$ cat src/rtl/serial_pkg.sv
// Shared types and limits for the bit-serial arithmetic blocks.
package serial_pkg;

  localparam int SERIAL_MAX_WIDTH = 32;

  typedef enum logic {
    S_IDLE = 1'b0,
    S_RUN  = 1'b1
  } serial_state_t;

endpackage : serial_pkg

$ cat src/rtl/serial_sub_fa_cell.sv
// One-bit combinational full adder; the only arithmetic cell in serial_sub.
module fa_cell (
  input  logic a,
  input  logic b,
  input  logic ci,
  output logic s,
  output logic co
);

  assign s  = a ^ b ^ ci;
  assign co = (a & b) | (ci & (a ^ b));

endmodule : fa_cell

$ cat src/rtl/serial_sub.sv
// Bit-serial two's-complement subtractor (a - b, LSB first, one full adder).
// Optional signed-overflow output enabled by defining SERIAL_SUB_OVF_EN.
module serial_sub
  import serial_pkg::*;
#(
  parameter int WIDTH = 8
) (
  input  logic             clk,
  input  logic             rst_n,
  input  logic             start,
  input  logic [WIDTH-1:0] a,
  input  logic [WIDTH-1:0] b,
  output logic             busy,
  output logic             done,
  output logic [WIDTH-1:0] diff,
  output logic             borrow
`ifdef SERIAL_SUB_OVF_EN
  ,
  output logic             ovf
`endif
);

  localparam int CNT_W = (WIDTH > 1) ? $clog2(WIDTH) : 1;
  localparam logic [CNT_W-1:0] LAST_CNT = CNT_W'(WIDTH - 1);

  serial_state_t    state, state_next;
  logic [WIDTH-1:0] sa, sb, res, res_next;
  logic [CNT_W-1:0] cnt;
  logic             carry;
  logic             s, co;
  logic             last_bit;

  fa_cell u_fa (
    .a  (sa[0]),
    .b  (sb[0]),
    .ci (carry),
    .s  (s),
    .co (co)
  );

  assign last_bit = (cnt == LAST_CNT);
  assign res_next = {s, res[WIDTH-1:1]};
  assign busy     = (state == S_RUN);

  // NOTE: sequential state uses non-blocking (<=) so every register samples pre-edge values.
  always_ff @(posedge clk or negedge rst_n) begin
    if (!rst_n) state <= S_IDLE;
    else        state <= state_next;
  end

  // NOTE: default assigned first so no path leaves state_next unassigned (no latch).
  always_comb begin
    state_next = state;
    case (state)
      S_IDLE: if (start)    state_next = S_RUN;
      S_RUN:  if (last_bit) state_next = S_IDLE;
      default:              state_next = S_IDLE;
    endcase
  end

  // Operand shifters and the running sum; results are published only on the last bit.
  always_ff @(posedge clk or negedge rst_n) begin
    if (!rst_n) begin
      sa     <= '0;
      sb     <= '0;
      res    <= '0;
      cnt    <= '0;
      carry  <= 1'b0;
      diff   <= '0;
      borrow <= 1'b0;
      done   <= 1'b0;
`ifdef SERIAL_SUB_OVF_EN
      ovf    <= 1'b0;
`endif
    end else begin
      done <= (state == S_RUN) && last_bit;
      case (state)
        S_IDLE: begin
          if (start) begin
            sa    <= a;
            sb    <= ~b;
            carry <= 1'b1;  // +1 completes the two's-complement negation of b
            cnt   <= '0;
          end
        end
        S_RUN: begin
          sa    <= sa >> 1;
          sb    <= sb >> 1;
          res   <= res_next;
          carry <= co;
          if (last_bit) begin
            diff   <= res_next;
            borrow <= ~co;
`ifdef SERIAL_SUB_OVF_EN
            ovf    <= carry ^ co;
`endif
          end else begin
            cnt <= cnt + CNT_W'(1);
          end
        end
        default: ;
      endcase
    end
  end

endmodule : serial_sub

$ cat config.mk
export PLATFORM = sky130hd
export DESIGN_NAME = serial_sub
export DESIGN_NICKNAME = d
export VERILOG_FILES = /design/src/rtl/serial_pkg.sv /design/src/rtl/serial_sub_fa_cell.sv /design/src/rtl/serial_sub.sv
export SDC_FILE = /design/constraint.sdc
export NUM_CORES = 1
export LEC_CHECK = 0
export CORE_ASPECT_RATIO = 0.75
export CORE_UTILIZATION = 52
export DETAILED_ROUTE_END_ITERATION = 10
export GPL_ROUTABILITY_DRIVEN = 1
export PLACE_DENSITY = 0.79
export SYNTH_ARGS = -nofsm -noshare
export SYNTH_HDL_FRONTEND = slang
export SYNTH_SLANG_ARGS = --single-unit
$ cat constraint.sdc
create_clock -name clk -period 1.6 [get_ports clk]
set_input_delay 0.32 -clock clk [delete_from_list [all_inputs] [get_ports clk]]
set_output_delay 0.32 -clock clk [all_outputs]
set_load 0.005 [all_outputs]
== After elaboration in Yosys (flattened, before gate mapping) ==
Index checks and enable logic that the tools add are counted.
Cells by class
  reductions and logical operators: 3
  add/sub/neg operators: 1
  eq/ne operators: 3
  multiplexer cells: 12
  bitwise gates (word level): 8
Operators by type and width (number)
  case mux 8 bit (2 select lines): 2
  2-to-1 mux 8 bit: 2
  NOT 8 bit: 1
  2-to-1 mux 3 bit: 2
  case mux 3 bit (2 select lines): 1
  inequality test 2 bit (second input constant): 2
  case mux 1 bit (2 select lines): 2
  AND reduction 2 bit: 2
  adder 3 x 1 -> 3 bit (second input constant): 1
  == test 3 bit (second input constant): 1
  2-to-1 mux 1 bit: 3
  AND 1 bit: 2
  NOT 1 bit: 2
  bitwise XOR 1 bit: 2
  logical AND 1 bit: 1
  OR 1 bit: 1
Word-level totals
  register bits: 39
  input bits: 19
  logic and storage cells: 36
  output and inout bits: 11

== Logic depth before layout (Yosys ltp) ==
Gate-level depths: netlist of the first run.
  depth in word-level cells: 4
  gate-level depth with buffers: 4
  mapped depth without buffers: 4

== Modules after synthesis ==
A second synthesis of the first run with hierarchy kept.
Second synthesis, totals
  cells, all modules: 135
  area total of the unflattened synthesis: 1722.9 um^2
By module, submodules not included
  serial_sub: seq. area each 950.9 um^2, area an instance 1702.9 um^2, instances 1, cells an instance 134
  fa_cell: seq. area each 0.0 um^2, area an instance 20.0 um^2, instances 1, cells an instance 1

== Worst setup path before layout of the first run ==
Ideal clock, no wire load.
  kind: flip-flop to flip-flop
  from: reg cnt[0]
  to: reg cnt[2]
  setup slack: 0.106 ns
  buffers on the path: 0
  library setup time: 0.121 ns
  cell stages (with the launch flop): 5
  clock period less this slack: 1.494 ns
  required time: 1.479 ns
  data arrival time: 1.373 ns
  cells stage by stage: dfrtp_1 -> ha_1 -> ha_1 -> mux2_1 -> a22o_1
Between the ends
  word-level cells in the longest chain between the ends: 3
  elaborated cells on any way between the ends: 6
  classes of those cells: add/sub: 1; eq/ne: 2; mux: 2; reduce/logical: 1
RTL lines
  start: declaration: RTL line serial_sub.sv:28  | logic [CNT_W-1:0] cnt;
  start signal: assignment: RTL line serial_sub.sv:98  | cnt <= cnt + CNT_W'(1);
  adder 3 x 1 -> 3 bit or == test 3 bit (tied branches): RTL line serial_sub.sv:98, serial_sub.sv:41
  2-to-1 mux 3 bit or inequality test 2 bit (tied branches)
  case mux 3 bit (2 select lines) or AND reduction 2 bit (tied branches)
Several ways; a longest one is shown, not always the timed one. The select of a mux whose other input is x is not followed.
A chain may end at the register's enable or synchronous reset.

== Worst setup path in the final report of the first run ==
  from: reg state, in the netlist busy
  to: out busy
RTL lines
  start: declaration: RTL line serial_sub.sv:26  | serial_state_t state, state_next;
  start signal: assignment: RTL line serial_sub.sv:48  | else state <= state_next;
  end: declaration: RTL line serial_sub.sv:13  | output logic busy,
No word-level cell between the ends.

==> metrics.txt, run 1 <==
# TYPE chip_impl_metric gauge
chip_impl_info{name="run_status",value="complete, no violations"} 1
chip_impl_metric{name="netlist_instances",unit=""} 137
chip_impl_metric{name="area_growth_syn_to_fin",unit="%"} 23.6
chip_impl_metric{name="drt-total-wl",unit="um"} 2790
chip_impl_metric{name="floorplan.initialDensity",unit="%"} 56.6
chip_impl_info{name="global_route.peak_usage_layer",value="met2"} 1
chip_impl_metric{name="cts_setup_buffers",unit=""} 0
chip_impl_info{name="crit_path_start",value="busy$_DFF_PN0_"} 1
chip_impl_info{name="setup.worst_path.end_class",value="output pin"} 1
chip_impl_metric{name="avgViaCountPerCell",unit=""} 5.18
chip_impl_metric{name="timing.hold.ws",unit="ps"} 61.7
chip_impl_metric{name="fillers",unit=""} 225
chip_impl_metric{name="pwr-share-comb",unit="%"} 41.8
chip_impl_metric{name="crit_fanout",unit=""} 3
chip_impl_info{name="layout_commonest_cell",value="sky130_fd_sc_hd__dfrtp_1"} 1
chip_impl_metric{name="synthesis.nets",unit=""} 159
chip_impl_info{name="cp_top_family",value="buffers and inverters"} 1
chip_impl_metric{name="die_x",unit="um"} 68.4
chip_impl_metric{name="setup_violations",unit=""} 0
chip_impl_metric{name="place.detailed.hpwl",unit="um"} 1870
chip_impl_info{name="layout.cells.most_common_list",value="sky130_fd_sc_hd__dfrtp_1, sky130_fd_sc_hd__clkdlybuf4s50_1, sky130_fd_sc_hd__mux2i_1, sky130_fd_sc_hd__nand2_1, sky130_fd_sc_hd__mux2_4"} 1
chip_impl_metric{name="design.final.nets",unit=""} 191
chip_impl_metric{name="die-area",unit="um2"} 3550
chip_impl_metric{name="intPower",unit="W"} 0.00269
chip_impl_metric{name="grt-ovfl-total",unit=""} 0
chip_impl_metric{name="clock-skew-final",unit="ps"} 6.23
chip_impl_metric{name="route.vias.total",unit=""} 1072
chip_impl_metric{name="hold_violations",unit=""} 0
chip_impl_metric{name="gp_congestion",unit=""} 0.699
chip_impl_metric{name="drt_iter0_drc",unit=""} 66
chip_impl_metric{name="p_leak",unit="nW"} 1.01
chip_impl_metric{name="synth_area",unit="um2"} 1720
chip_impl_metric{name="firstDrtPassIters",unit=""} 4
chip_impl_metric{name="ys_types",unit=""} 29
chip_impl_metric{name="grt_first_pass_wirelength",unit="um"} 4690
chip_impl_metric{name="first_global_vias",unit=""} 1041
chip_impl_metric{name="groute.layer.met3.usage",unit="%"} 7.24
chip_impl_metric{name="max-clock-path-buffers",unit=""} 2
chip_impl_metric{name="report.final.slew_viol_count",unit=""} 0
chip_impl_metric{name="globalRouteMet1Util",unit="%"} 24.2
chip_impl_metric{name="die_height",unit="um"} 51.8
chip_impl_metric{name="final_layout_size_suffix_gt1_share",unit="%"} 16.0
chip_impl_metric{name="number_of_top_level_design_ports",unit=""} 30
chip_impl_metric{name="detail_route.drc_violations",unit=""} 0
chip_impl_info{name="critical_path.reg2reg.startpoint",value="cnt[0]$_DFFE_PN0P_"} 1
chip_impl_metric{name="antenna_cells",unit=""} 0
chip_impl_metric{name="cts_max_level",unit=""} 2
chip_impl_metric{name="p_seq_share",unit="%"} 42.6
chip_impl_metric{name="timing.critical_path.buf_inv",unit=""} 1
chip_impl_metric{name="final_period_minus_worst_setup_slack",unit="ps"} 1540
chip_impl_info{name="crit_path_top_delay_cell",value="sky130_fd_sc_hd__clkdlybuf4s50_1"} 1
chip_impl_metric{name="post_cts_resized",unit=""} 0
chip_impl_metric{name="cts.hold.buffers_added",unit=""} 0
chip_impl_metric{name="synth_sequential_area_ratio",unit="%"} 55.2
chip_impl_info{name="worstSetupStartpointType",value="register"} 1
chip_impl_metric{name="grt_antenna_before_repair",unit=""} 0
chip_impl_metric{name="ir_worst_vdd",unit="uV"} 756
chip_impl_metric{name="yosys_warnings",unit=""} 0
chip_impl_metric{name="total_global_routing_track_utilization",unit="%"} 19.0
chip_impl_metric{name="cp.arrival",unit="ps"} 1220
chip_impl_metric{name="power.switching",unit="W"} 0.00118
chip_impl_info{name="path_cells",value="clkdlybuf4s50_1"} 1
chip_impl_metric{name="wl_per_cell",unit="um"} 13.5
chip_impl_metric{name="max_slew.worst_pin.slew",unit="ps"} 463
chip_impl_metric{name="worst_path_largest_cell_delay",unit="ps"} 520
chip_impl_metric{name="power.density",unit="nW/um2"} 1820
chip_impl_metric{name="clk_transition_reported_paths",unit="ps"} 70
chip_impl_metric{name="fmaxAchievable",unit="GHz"} 0.648
chip_impl_info{name="cts_root_buf",value="sky130_fd_sc_hd__clkbuf_8"} 1
chip_impl_metric{name="floorplan_core_area",unit="um2"} 3040
chip_impl_metric{name="number_of_cts_inserted_buffers",unit=""} 5
chip_impl_metric{name="antenna_violating_nets_post_route",unit=""} 0
chip_impl_metric{name="swShare",unit="%"} 30.5
chip_impl_metric{name="mean_syn_cell_area",unit="um2"} 12.6
chip_impl_metric{name="port_buffers",unit=""} 29
chip_impl_metric{name="final.period_utilization",unit="%"} 96.4
chip_impl_metric{name="global_routing_usage_on_met2",unit="%"} 27.8
chip_impl_metric{name="clock_power_share",unit="%"} 15.6
chip_impl_info{name="rsz0062_at_grt",value="no"} 1
chip_impl_metric{name="clock_sinks",unit=""} 38
chip_impl_metric{name="pin_count_of_the_biggest_net_entering_global_routing",unit=""} 39
chip_impl_metric{name="worst-endpoint-required",unit="ps"} 1280
chip_impl_metric{name="count_of_state_elements_after_synthesis",unit=""} 38
chip_impl_metric{name="timing.setup.tns",unit="ps"} 0
chip_impl_metric{name="number_of_max_cap_violations",unit=""} 0
chip_impl_metric{name="max-slew-margin-rel",unit="%"} 69.1
chip_impl_info{name="hold_path_class",value="in -> async"} 1
chip_impl_metric{name="clock_insertion_delay_worst_skew",unit="ps"} 290
chip_impl_info{name="criticalPathCategory",value="reg -> out"} 1
chip_impl_info{name="tritoncts",value="built"} 1
chip_impl_metric{name="core.rowCount",unit=""} 17
==> per-stage QoR <==
stage,util (%),total power (W),setup WS (ps),cells,instance area [um2]
after floorplan,-,0.00271,106,137,1720
after global placement,67.4,0.00319,85.3,200,2050
after detailed placement,67.4,0.00329,45.1,200,2050
after CTS,69.9,0.00391,32.6,207,2130
after global routing,70.0,0.00415,5.60,207,2130
final,70.0,0.00387,57.1,207,2130
==> synthesized netlist by cell type (all sizes together) <==
library cell	instances	area, um2
o31ai	4	35.0
nand2b	5	31.3
and2	4	25.0
a21oi	1	5.00
clkbuf	1	3.75
nor3b	1	7.51
a22o	2	17.5
mux2i	11	110
fa	1	20.0
mux2	16	210
a21o	1	7.51
nand2	12	52.6
a22oi	1	7.51
nor2	6	22.5
ha	2	25.0
xnor2	1	8.76
o21ai	7	35.0
buf	7	56.3
dfrtp	38	951
inv	7	26.3
nor2b	6	37.5
o31a	3	26.3
==> power groups by stage <==
stage	clock network, W	registers, W	logic [W]
after global routing	0.000660	0.00170	0.00179
after global placement	0	0.00164	0.00155
after CTS	0.000627	0.00165	0.00163
after detailed placement	0	0.00167	0.00162
after floorplan	0	0.00161	0.00110
final	0.000603	0.00165	0.00162
==> state kept, by name, summed over array words and instances, names as in the netlist <==
signal	count
diff	8
sa	8
sb	8
res	7
cnt	3
borrow	1
busy	1
carry	1
done	1
==> final timing paths <==
path | to | slack, ps | depth (start not counted)
setup / recovery | busy | 60 | 1
hold / removal | sa[7]$_DFFE_PN0P_ | 60 | 2
setup reg to reg | cnt[2]$_DFFE_PN0P_ | 100 | 4
hold reg to reg | sb[4]$_DFFE_PN0P_ | 470 | 2
max in group asynchronous | sa[2]$_DFFE_PN0P_ | 1210 | 2
min in group clk | sb[4]$_DFFE_PN0P_ | 470 | 2
==> logic make-up (layout without fill, tap and decap cells) <==
kind of cell    Yosys count  count (layout)  synth area share (%)
buf+inv                  15              47                  5.01
mux                      27              27                  18.6
xor+xnor                  1               1                 0.509
simple gates             34              34                  10.2
compound gates           19              19                  7.78
fa+ha+maj                 3               3                  2.62
flops                    38              38                  55.2
==> layer usage <==
layer	up-vias	wire (um)
met3	4	122
met2	21	1270
met5	-	0
li1	520	-
met4	0	48
met1	527	1350
==> area by class of cell <==
| class | instances | area [um2] | share of cell area (%) |
|---|---|---|---|
| clock buffer | 7 | 76.3 | 3.59 |
| inverter | 7 | 26.3 | 1.23 |
| multi-input combinational | 84 | 687 | 32.3 |
| sequential | 38 | 951 | 44.7 |
| tap | 38 | 47.5 | 2.23 |
| timing repair buffer | 33 | 340 | 16.0 |
(Power assumes the default switching activity.)
==> run 2, diff against run 1 <==
- GPL_ROUTABILITY_DRIVEN: 1 -> 0
==> results of run 2 <==
Final layout, timing and power as in run 1 (identical DEF).
